File: src/rtl/if_pkg.sv
`default_nettype none
// ============================================================================
// Module   : if_pkg
// Brief    : Shared types and constants for the instruction prefetch unit.
// Revision : 1.0 - initial release
// ============================================================================
package if_pkg;

    localparam logic [31:0] NOP_INSTR     = 32'h0000_0013;
    localparam int unsigned DEFAULT_DEPTH = 4;

    typedef struct packed {
        logic [31:0] instr;
        logic [31:0] pc;
    } fetch_entry_t;

    typedef enum logic [1:0] {
        ST_RESET_WAIT = 2'd0,
        ST_FETCH      = 2'd1,
        ST_DRAIN      = 2'd2
    } fetch_state_t;

endpackage
`default_nettype wire

File: src/rtl/fetch_fifo.sv
`default_nettype none
// ============================================================================
// Module   : fetch_fifo
// Brief    : Power-of-two instruction queue with push/pop/flush and occupancy.
// Revision : 1.0 - initial release
// ============================================================================
module fetch_fifo
    import if_pkg::*;
#(
    parameter int unsigned DEPTH = DEFAULT_DEPTH
) (
    input  logic                         clk,
    input  logic                         rst_n,
    input  logic                         i_push,
    input  fetch_entry_t                 i_push_data,
    input  logic                         i_pop,
    input  logic                         i_flush,
    output fetch_entry_t                 o_head,
    output logic [$clog2(DEPTH+1)-1:0]   o_count
);

    localparam int unsigned c_ptr_w = $clog2(DEPTH);
    localparam int unsigned c_cnt_w = $clog2(DEPTH + 1);

    fetch_entry_t       r_mem [DEPTH];
    logic [c_ptr_w-1:0] r_wr_ptr;
    logic [c_ptr_w-1:0] r_rd_ptr;
    logic [c_cnt_w-1:0] r_count;

    logic w_pop_ok;
    logic w_push_ok;

    assign w_pop_ok  = i_pop && (r_count != '0);
    // A full queue still accepts a push when the head leaves in the same cycle.
    assign w_push_ok = i_push && ((r_count != c_cnt_w'(DEPTH)) || w_pop_ok);

    always_ff @(posedge clk or negedge rst_n) begin
        if (!rst_n) begin
            r_wr_ptr <= '0;
            r_rd_ptr <= '0;
            r_count  <= '0;
        end else if (i_flush) begin
            r_wr_ptr <= '0;
            r_rd_ptr <= '0;
            r_count  <= '0;
        end else begin
            if (w_push_ok) r_wr_ptr <= r_wr_ptr + c_ptr_w'(1);
            if (w_pop_ok)  r_rd_ptr <= r_rd_ptr + c_ptr_w'(1);
            case ({w_push_ok, w_pop_ok})
                2'b10:   r_count <= r_count + c_cnt_w'(1);
                2'b01:   r_count <= r_count - c_cnt_w'(1);
                default: r_count <= r_count;
            endcase
        end
    end

    always_ff @(posedge clk) begin
        if (w_push_ok && !i_flush) r_mem[r_wr_ptr] <= i_push_data;
    end

    assign o_head  = r_mem[r_rd_ptr];
    assign o_count = r_count;

endmodule
`default_nettype wire

File: src/rtl/if_prefetch_unit.sv
`default_nettype none
// ============================================================================
// Module   : if_prefetch_unit
// Brief    : Credit-based instruction prefetcher with redirect flush/drain.
// Revision : 1.0 - initial release
// ============================================================================
module if_prefetch_unit
    import if_pkg::*;
#(
    parameter logic [31:0] RESET_PC = 32'h0000_0000,
    parameter int unsigned DEPTH    = DEFAULT_DEPTH
) (
    input  logic        clk,
    input  logic        rst_n,
    output logic        imem_req_valid,
    output logic [31:0] imem_req_addr,
    input  logic        imem_req_ready,
    input  logic        imem_rsp_valid,
    input  logic [31:0] imem_rsp_data,
    output logic        instr_valid,
    output logic [31:0] instr,
    output logic [31:0] instr_pc,
    input  logic        instr_ready,
    input  logic        redirect_valid,
    input  logic [31:0] redirect_pc
);

    localparam int unsigned c_cnt_w  = $clog2(DEPTH + 1);
    localparam int unsigned c_sum_w  = c_cnt_w + 1;
    // Stale responses can outlive several redirects, so keep headroom past DEPTH.
    localparam int unsigned c_drop_w = c_cnt_w + 4;

    fetch_state_t        r_state;
    logic [31:0]         r_fetch_pc;
    logic [31:0]         r_rsp_pc;
    logic [c_cnt_w-1:0]  r_outstanding;
    logic [c_drop_w-1:0] r_drop_cnt;

    logic [c_cnt_w-1:0]  w_count;
    fetch_entry_t        w_head;
    fetch_entry_t        w_push_data;
    logic                w_credit;
    logic                w_req_fire;
    logic                w_rsp_drop;
    logic                w_push;
    logic                w_pop;
    logic                w_rsp_owed;
    logic [c_drop_w-1:0] w_inflight;
    logic [c_drop_w-1:0] w_drop_next;
    logic [31:0]         w_redirect_pc;
    logic                w_unused_bits;

    assign w_credit       = ({1'b0, w_count} + {1'b0, r_outstanding}) < c_sum_w'(DEPTH);
    assign imem_req_valid = (r_state != ST_RESET_WAIT) && w_credit && !redirect_valid;
    assign imem_req_addr  = r_fetch_pc;
    assign w_req_fire     = imem_req_valid && imem_req_ready;

    assign w_rsp_drop     = imem_rsp_valid && (redirect_valid || (r_drop_cnt != '0));
    assign w_push         = imem_rsp_valid && !w_rsp_drop;
    assign w_pop          = instr_valid && instr_ready;

    assign instr_valid    = (w_count != '0);
    assign instr          = instr_valid ? w_head.instr : NOP_INSTR;
    assign instr_pc       = instr_valid ? w_head.pc : 32'h0;

    assign w_push_data    = '{instr: imem_rsp_data, pc: r_rsp_pc};
    assign w_redirect_pc  = {redirect_pc[31:2], 2'b00};
    assign w_unused_bits  = ^redirect_pc[1:0];

    // Everything memory still owes us; a response landing this cycle retires one.
    assign w_inflight  = r_drop_cnt + c_drop_w'(r_outstanding) + c_drop_w'(w_req_fire);
    assign w_rsp_owed  = imem_rsp_valid && (w_inflight != '0);
    assign w_drop_next = redirect_valid ? (w_inflight - c_drop_w'(w_rsp_owed))
                                        : (r_drop_cnt - c_drop_w'(w_rsp_drop));

    always_ff @(posedge clk or negedge rst_n) begin
        if (!rst_n) begin
            r_state       <= ST_RESET_WAIT;
            r_fetch_pc    <= RESET_PC;
            r_rsp_pc      <= RESET_PC;
            r_outstanding <= '0;
            r_drop_cnt    <= '0;
        end else begin
            if (redirect_valid) begin
                r_fetch_pc    <= w_redirect_pc;
                r_rsp_pc      <= w_redirect_pc;
                r_outstanding <= '0;
            end else begin
                if (w_req_fire) r_fetch_pc <= r_fetch_pc + 32'd4;
                if (w_push)     r_rsp_pc   <= r_rsp_pc + 32'd4;
                r_outstanding <= r_outstanding + c_cnt_w'(w_req_fire) - c_cnt_w'(w_push);
            end
            r_drop_cnt <= w_drop_next;

            case (r_state)
                ST_RESET_WAIT: r_state <= ST_FETCH;
                ST_FETCH,
                ST_DRAIN:      r_state <= (w_drop_next != '0) ? ST_DRAIN : ST_FETCH;
                default:       r_state <= ST_FETCH;
            endcase
        end
    end

    fetch_fifo #(
        .DEPTH (DEPTH)
    ) u_fifo (
        .clk         (clk),
        .rst_n       (rst_n),
        .i_push      (w_push),
        .i_push_data (w_push_data),
        .i_pop       (w_pop),
        .i_flush     (redirect_valid),
        .o_head      (w_head),
        .o_count     (w_count)
    );

endmodule
`default_nettype wire

File: config.mk
export PLATFORM = sky130hd
export DESIGN_NAME = if_prefetch_unit
export DESIGN_NICKNAME = d
export VERILOG_FILES = /design/src/rtl/if_pkg.sv /design/src/rtl/fetch_fifo.sv /design/src/rtl/if_prefetch_unit.sv
export SDC_FILE = /design/constraint.sdc
export NUM_CORES = 1
export LEC_CHECK = 0
export BUFFER_PORTS_ARGS = -buffer_cell sky130_fd_sc_hd__buf_2
export CAP_MARGIN = 20
export CORE_MARGIN = 2
export CORE_UTILIZATION = 25
export CTS_CLUSTER_DIAMETER = 40
export DETAILED_ROUTE_END_ITERATION = 10
export GPL_TIMING_DRIVEN = 0
export PLACE_DENSITY = 0.52
export SYNTH_ARGS = -nofsm -noshare
export SYNTH_HDL_FRONTEND = slang
export SYNTH_SLANG_ARGS = --single-unit
File: constraint.sdc
create_clock -name clk -period 7.81 [get_ports clk]
set_clock_uncertainty 0.2 [all_clocks]
set_input_delay 0.3905 -clock clk [delete_from_list [all_inputs] [get_ports clk]]
set_output_delay 0.3905 -clock clk [all_outputs]
set_load 0.02 [all_outputs]
==> results.toml, run 1 <==
[outcome]
run_status = "completed"

[die]
dieWidth_um = 243
coreArea_um2 = 56500
initial_utilization = 0.253
floorplan.rows = 87
fp.dieArea_um2 = 59100
top_level_ports = 168
fp.dieH_um = 243

[yosys]
syn-mean-instance-area_um2 = 15.1
post_synth_edffs = 248
synthArstFlopShare = 0.242
proportion_of_synthesized_chip_area_in_sequential_cells = 0.659
synth_warnings = 0
syn_inst = 945
number_of_synthesized_register_bits = 327
number_of_distinct_standard_cells_referenced_by_the_synthesized_netlist = 63
syn_area_um2 = 14300
dominantRegCellSynth = "edfxtp_1"

[placed_design]
port-buffer-count = 161
detailed_place_hpwl_um = 25400
placed_cells_incl_taps = 1870
gp_congestion = 0.806

[critical_path]
regToRegEndpoint = "r_state[1]"
timing.setup.critical_path_class = "reg2reg"
path_max_fanout = 7
timing.reg2reg.worst_path_depth = 19
worst_setup_path_start_kind = "register"
required_time_of_the_critical_path_ns = 8.09
crit-reg2reg-launch = "r_outstanding[2]"
timing.reg2reg.setup_slack_ns = 2.10
worst-endpoint-arrival_ns = 5.98
worstSetupStartpoint = "r_outstanding[2]"
worst_setup_path_endpoint = "r_state[1]"
worstSetupEndpointType = "register"

[grt]
grt-ovfl-total = 0
antenna_found_initial = 0
pin_count_of_the_biggest_net_entering_global_routing = 59
grt_pass1_wl_um = 57500
globalRouteTotalUtil = 0.127
grt_pass1_vias = 9378

[timing]
rsz0062_at_grt = "no"
final-max-slew-violation-count = 0
timing.final.setup_violations = 0
timing.final.crit_period_ns = 5.71
fin_crit_sh = 0.731
max_clock_freq_mhz = 175
hold_viol = 0
maxSlewHeadroom = 0.353
worst_pin_slew_ns = 0.962
setup_tns_ns = 0

[power_and_ir_drop]
power_after_layout_uw = 4980
power.static_leakage_uw = 0.00686
power_density_nw_per_um2 = 267
worst_ir_drop_vdd_uv = 176

[detailed_routing]
routed_via_density = 4.57
routed_wl_um = 37600
drc = 0
dr.pass1.iters = 7
vias = 9303
detail_route.wl_per_cell_um = 18.5
first_iter_violations = 558
ant_nets_after_route = 0

[clock_tree]
cts_num_sinks = 327
tritoncts = "yes"
cts-buffers-inserted = 53
clock_insertion_delay_at_the_later_pin_of_the_skew_report_ns = 0.60
post_cts.repair.setup_buffers = 0
clock_transition_at_the_registers_of_the_reported_paths_ns = 0.05
clock-root-buffer = "clkbuf_16"
cts_max_path_bufs = 3
clock_tree.htree_level_count = 2

[hold_path]
hold_path.class = "in2async"

[final_layout]
area.growth.synth_to_final_pct = 30.6
final_nets = 1323
layout-drive-gt1-share = 0.287
fillerInstances = 5536
non_filler_cells_in_the_finished_layout = 2034

[run]
timing.max_cap.violations = 0
-- area by class of cell --
class	count	area [um2]	area share
Buffer	48	251	0.0135
Sequential cell	327	9420	0.505
Timing Repair Buffer	229	1580	0.0844
Clock inverter	38	444	0.0238
Inverter	19	71.3	0.00382
Tap cell	756	946	0.0507
Antenna cell	1	2.50	0.000134
Clock buffer	62	1380	0.0739
Multi-Input combinational cell	554	4580	0.245
-- where the power goes --
group	switching, uW	internal, uW	total, uW
logic	325	231	556
clock network	889	1460	2350
registers	108	1960	2070
-- synth_stat cells (4+ instances only) --
master / count / area [um2]
mux2i_1: 4 / 40.0
nand2_1: 71 / 267
xor2_1: 14 / 123
a21oi_1: 24 / 120
clkbuf_1: 27 / 101
buf_4: 5 / 37.5
nand3_1: 33 / 165
nand4_1: 17 / 106
nor2b_1: 6 / 37.5
o21ai_0: 38 / 190
nor2_1: 36 / 135
buf_2: 8 / 40.0
o311ai_1: 7 / 61.3
edfxtp_1: 248 / 7450
and4_1: 4 / 35.0
o211ai_1: 19 / 143
and2_1: 68 / 425
ha_1: 17 / 213
inv_1: 19 / 71.3
nor3_1: 9 / 45.0
o21ai_1: 4 / 20.0
mux4_2: 62 / 1400
o211a_1: 6 / 60.1
fa_1: 4 / 80.1
or2_2: 5 / 31.3
xnor2_1: 15 / 131
o311ai_0: 15 / 131
and3_1: 15 / 93.8
a31oi_1: 11 / 68.8
dfrtp_1: 79 / 1980
-- cell usage in the layout, fill, tap and decap left out, types with 6 or more instances in the layout --
cell / instances
nor3_1: 9
a31oi_1: 11
nand2_1: 71
inv_1: 19
o21ai_0: 38
o311ai_0: 15
clkinv_2: 9
and2_1: 64
o211ai_1: 19
nand4_1: 17
a21oi_1: 24
o211a_1: 6
buf_4: 6
xnor2_1: 15
clkbuf_16: 53
buf_2: 168
nor2_1: 36
clkbuf_1: 34
ha_1: 17
xor2_1: 14
dfrtp_1: 79
and3_1: 15
mux4_2: 62
edfxtp_1: 248
nor2b_1: 6
nand3_1: 33
o311ai_1: 7
dlygate4sd3_1: 63
inv_6: 9
-- kinds of logic after synthesis --
| kind of cell | share of synthesized area |
|---|---|
| flip-flops | 0.659 |
| AND/OR/NAND/NOR | 0.109 |
| AO/OA/AOI/OAI | 0.0687 |
| multiplexers | 0.102 |
| buffers and inverters | 0.0226 |
| XOR/XNOR | 0.0178 |
| adder cells (fa/ha/maj) | 0.0205 |
| other | 0.000262 |
-- metal layers --
| layer | GRT usage | up-vias | share of wire |
|---|---|---|---|
| met2 | 0.204 | 287 | 0.47 |
| met4 | 0.0370 | 0 | 0.018 |
| met5 | 0 | - | 0 |
| met1 | 0.172 | 4688 | 0.45 |
| met3 | 0.0295 | 55 | 0.063 |
| li1 | - | 4273 | - |
-- stage by stage --
| stage | util | worst slack [ns] | hold WS [ns] | instance area [um2] |
|---|---|---|---|---|
| 3_5_place_dp | 0.287 | 2.10 | 0.118 | 16200 |
| 4_1_cts | 0.330 | 2.08 | 0.0418 | 18700 |
| 2_1_floorplan | - | 2.65 | -0.105 | 14300 |
| 3_3_place_gp | 0.284 | 2.09 | 0.317 | 16100 |
| 6_report | 0.331 | 2.10 | 0.0531 | 18700 |
| 5_1_grt | 0.330 | 1.82 | 0.0923 | 18700 |
-- worst max-delay path: stages (launching register included) --
cell and delay [ns]:
dfrtp_1 0.42, ha_1 0.21, or4_4 0.53, or4b_4 0.59
inv_1 0.30, fa_1 0.27, inv_1 0.06, fa_1 0.42
nor2b_1 0.27, o211a_1 0.18, o211a_1 0.19, nor2_1 0.06
o41a_1 0.40, ha_1 0.20, ha_1 0.24, a311oi_1 0.28
a211oi_1 0.10, xor2_1 0.17, nand2b_1 0.18, o41a_1 0.32
-- registers in the layout, indices dropped and copies added (netlist names) --
| register | flops |
|---|---|
| u_fifo.r_mem | 248 |
| r_outstanding | 3 |
| imem_req_addr | 30 |
| r_rsp_pc | 30 |
| u_fifo.r_wr_ptr | 2 |
| u_fifo.o_count | 3 |
| r_state | 2 |
| r_drop_cnt | 7 |
| u_fifo.r_rd_ptr | 2 |
-- how the worst min path moves through the flow --
stage                      start                  to  cells after the start
2_1_floorplan              rst_n   imem_req_addr[10]                      0
3_3_place_gp   imem_req_addr[31]   imem_req_addr[31]                      1
3_5_place_dp               rst_n       r_drop_cnt[6]                      1
4_1_cts                    rst_n  u_fifo.r_wr_ptr[0]                      2
5_1_grt                    rst_n  u_fifo.r_wr_ptr[0]                      2
6_report                   rst_n   u_fifo.o_count[2]                      2
-- timing repair --
item	in CTS	in global routing
resized for setup	0	0
endpoints found under the hold margin	267	0
hold buffers	63	0
No activity file was read; power rests on OpenSTA's default activity.
==> inputs of run 2 (changes only) <==
ABC_AREA = 1   (was default)
PLACE_DENSITY = 0.53   (was 0.52)
clock period = 4.99 ns   (was 7.81 ns; I/O delays follow)
==> run 2 against run 1 <==
Against the previous run:
- die area is 5.0% higher
- fmax is 25% higher
- via count is 27% higher
- sequential share of layout area is 1.5 points lower
- total power is 83% higher
- combinational power grew to 5.1 times the previous value
- non-clock buffer count is 42 higher
- synthesized cell count is 57% higher
- first-iteration DRC count is 45% higher
- core utilization is 0.58 points lower
- area after synthesis is 5.0% higher
- critical path type unchanged
- largest cell class unchanged
- largest power group is now sequential cells
- highest routed layer unchanged
==> results.toml, run 2 <==
[die]
fp.dieH_um = 249
fp.dieArea_um2 = 62100
dieWidth_um = 249
coreArea_um2 = 59200
floorplan.rows = 89
top_level_ports = 168
initial_utilization = 0.254

[grt]
pin_count_of_the_biggest_net_entering_global_routing = 62
antenna_found_initial = 0
grt-ovfl-total = 0
globalRouteTotalUtil = 0.142
grt_pass1_wl_um = 68000
grt_pass1_vias = 11600

[final_layout]
layout-drive-gt1-share = 0.173
antenna_cells_inserted = 0
layout_common_cells = "302 x nor2_1, 248 x edfxtp_1, 208 x nand2_1"
final_core_util = 0.325
largest-register = "u_fifo.r_mem"
commonest_non_fill_non_tap_cell_in_the_layout = "nor2_1"
final_nets = 1877
area.growth.synth_to_final_pct = 28.0
design_area_um2 = 19200
fillerInstances = 6116
largest_reg_flops = 248

[yosys]
synth_xor_area_frac = 0.0210
number_of_distinct_standard_cells_referenced_by_the_synthesized_netlist = 44
post_synth_edffs = 248
yosysTopAreaCellShare = 0.496
synthArstFlopShare = 0.242
synth_warnings = 0
dominantRegCellSynth = "edfxtp_1"
syn_inst = 1486
synthesized_area_fraction_occupied_by_ao_oa_aoi_and_oai_cells = 0.103
syn-mean-instance-area_um2 = 10.1
ys_top_cells_by_count = "308 x nor2_1, 248 x edfxtp_1, 209 x nand2_1, 149 x o21ai_0, 106 x inv_1"
main_combinational_cell_family_by_area_after_synthesis = "simple AND/OR/NAND/NOR gates"
syn_area_um2 = 15000
adder_and_majority_cell_fraction_of_the_synthesized_area = 0.0195
synth_top_cell_by_area = "edfxtp_1"
number_of_synthesized_register_bits = 327
synth-simple-area-share = 0.178
ys_top_cells_by_area = "edfxtp_1 50%, dfrtp_1 13%, nor2_1 7.7%"
post-synth-top-count-cell = "nor2_1"
proportion_of_synthesized_chip_area_in_sequential_cells = 0.627
yosys-mux-area-fraction = 0

[critical_path]
worstSetupEndpointType = "register"
timing.reg2reg.setup_slack_ns = 0.44
cp.buffers_inverters = 4
cpPeakStageDelay_ns = 0.43
crit-reg2reg-launch = "u_fifo.o_count[2]"
timing.critical_path.mode_cell = "nand2_1"
required_time_of_the_critical_path_ns = 5.23
worst_setup_path_start_kind = "register"
critical-path-slowest-cell = "dfrtp_2"
path_max_fanout = 9
timing.setup.critical_path_class = "reg2reg"
regToRegEndpoint = "r_state[1]"
timing.reg2reg.worst_path_depth = 29
worstSetupStartpoint = "u_fifo.o_count[2]"
cpLargestDelayFamily = "simple AND/OR/NAND/NOR gates"
worst_setup_path_endpoint = "r_state[1]"
number_of_cells_on_the_critical_path = 29
worst-endpoint-arrival_ns = 4.79

[run]
timing.max_cap.violations = 0

[clock_tree]
clock_transition_at_the_registers_of_the_reported_paths_ns = 0.05
cts_max_path_bufs = 3
cts_num_sinks = 327
cts-buffers-inserted = 44
clock_tree.htree_level_count = 2
tritoncts = "yes"
clock_insertion_delay_at_the_later_pin_of_the_skew_report_ns = 0.55
clock-root-buffer = "clkbuf_16"

[detailed_routing]
routed_via_density = 4.54
drc = 0
first_iter_violations = 809
detail_route.wl_per_cell_um = 17.3
vias = 11800
routed_wl_um = 44900
dr.pass1.iters = 5
ant_nets_after_route = 0

[placed_design]
detailed_place_hpwl_um = 30800
post_dp_cell_area_um2 = 17000
gp_congestion = 0.895
dpl_worst_slack_ns = -0.0189
port-buffer-count = 160

[power_and_ir_drop]
power.static_leakage_uw = 0.00753
worst_ir_drop_vdd_uv = 246
power_density_nw_per_um2 = 475
power_after_layout_uw = 9130

[timing]
timing.final.crit_period_ns = 4.55
setup_tns_ns = 0
timing.final.setup_violations = 0
worst_pin_slew_ns = 1.00
final-max-slew-violation-count = 0
max_clock_freq_mhz = 220
fin_crit_sh = 0.911
hold_viol = 0
maxSlewHeadroom = 0.329
postLayoutSetupSlackWorst_ns = 0.442

[hold_path]
hold_path.class = "in2async"

[outcome]
run_status = "completed"
==> run 2: worst min-delay path by stage <==
stage                           start                   to  slack [ns]  depth (start not counted)
global placement    imem_rsp_data[15]  u_fifo.r_mem[1][47]        0.26                          1
global route           imem_req_ready    imem_req_addr[26]        0.06                          5
finish                          rst_n     imem_req_addr[8]        0.04                          3
detailed placement              rst_n    imem_req_addr[10]       -0.04                          1
CTS                    imem_rsp_valid         r_rsp_pc[17]        0.02                          4
floorplan                       rst_n    imem_req_addr[10]       -0.25                          0
==> run 2: cell families (layout without fill, tap and decap cells) <==
| family | Yosys count | after routing |
|---|---|---|
| other | 1 | 4 |
| and+or+nand+nor | 642 | 642 |
| DFF | 327 | 327 |
| AOI/OAI and AO/OA | 279 | 279 |
| buffers and inverters | 180 | 513 |
| xor gates and xnor gates | 36 | 36 |
| adders and majority gates | 21 | 21 |
==> run 2: cell type report <==
type / count / area [um2] / area share
sequential: 327 / 9430 / 0.490
tap: 773 / 967 / 0.0503
clock buffer: 56 / 1180 / 0.0612
multi-input combinational: 982 / 4910 / 0.255
buffer: 67 / 327 / 0.0170
timing repair buffer: 252 / 1780 / 0.0925
inverter: 112 / 433 / 0.0225
clock inverter: 26 / 218 / 0.0113
==> run 2: metrics by stage <==
step	std cells	hold WS, ns
floorplan	1489	-0.246
global placement	2422	0.259
detailed placement	2431	-0.0382
CTS	2580	0.0206
global route	2595	0.0554
finish	2595	0.0431
==> run 2: what timing repair did <==
action	CTS	global route
pin swaps	1	9
gates resized for setup	0	15
buffers inserted	1	16
endpoints found under the setup margin	1	3
endpoints found under the hold margin	273	0
hold buffers	66	0
==> run 2: routing by layer <==
layer	global-route usage	up-vias	part of all wire
li1	-	5705	-
met1	0.192	5611	0.45
met2	0.230	395	0.46
met3	0.0278	77	0.066
met4	0.0382	0	0.024
met5	0	-	0
==> run 2: tightest hold or removal path, stage by stage <==
cell	delay, ns
dlygate4sd3_1	0.53
buf_4	0.13
buf_16	0.28
==> run 2: power breakdown <==
| group | switching, uW | internal [uW] | leakage (uW) |
|---|---|---|---|
| sequential | 192 | 3090 | 0.00319 |
| combinational | 1970 | 884 | 0.00366 |
| clock | 1240 | 1760 | 0.000672 |
| total | 3400 | 5730 | 0.00753 |
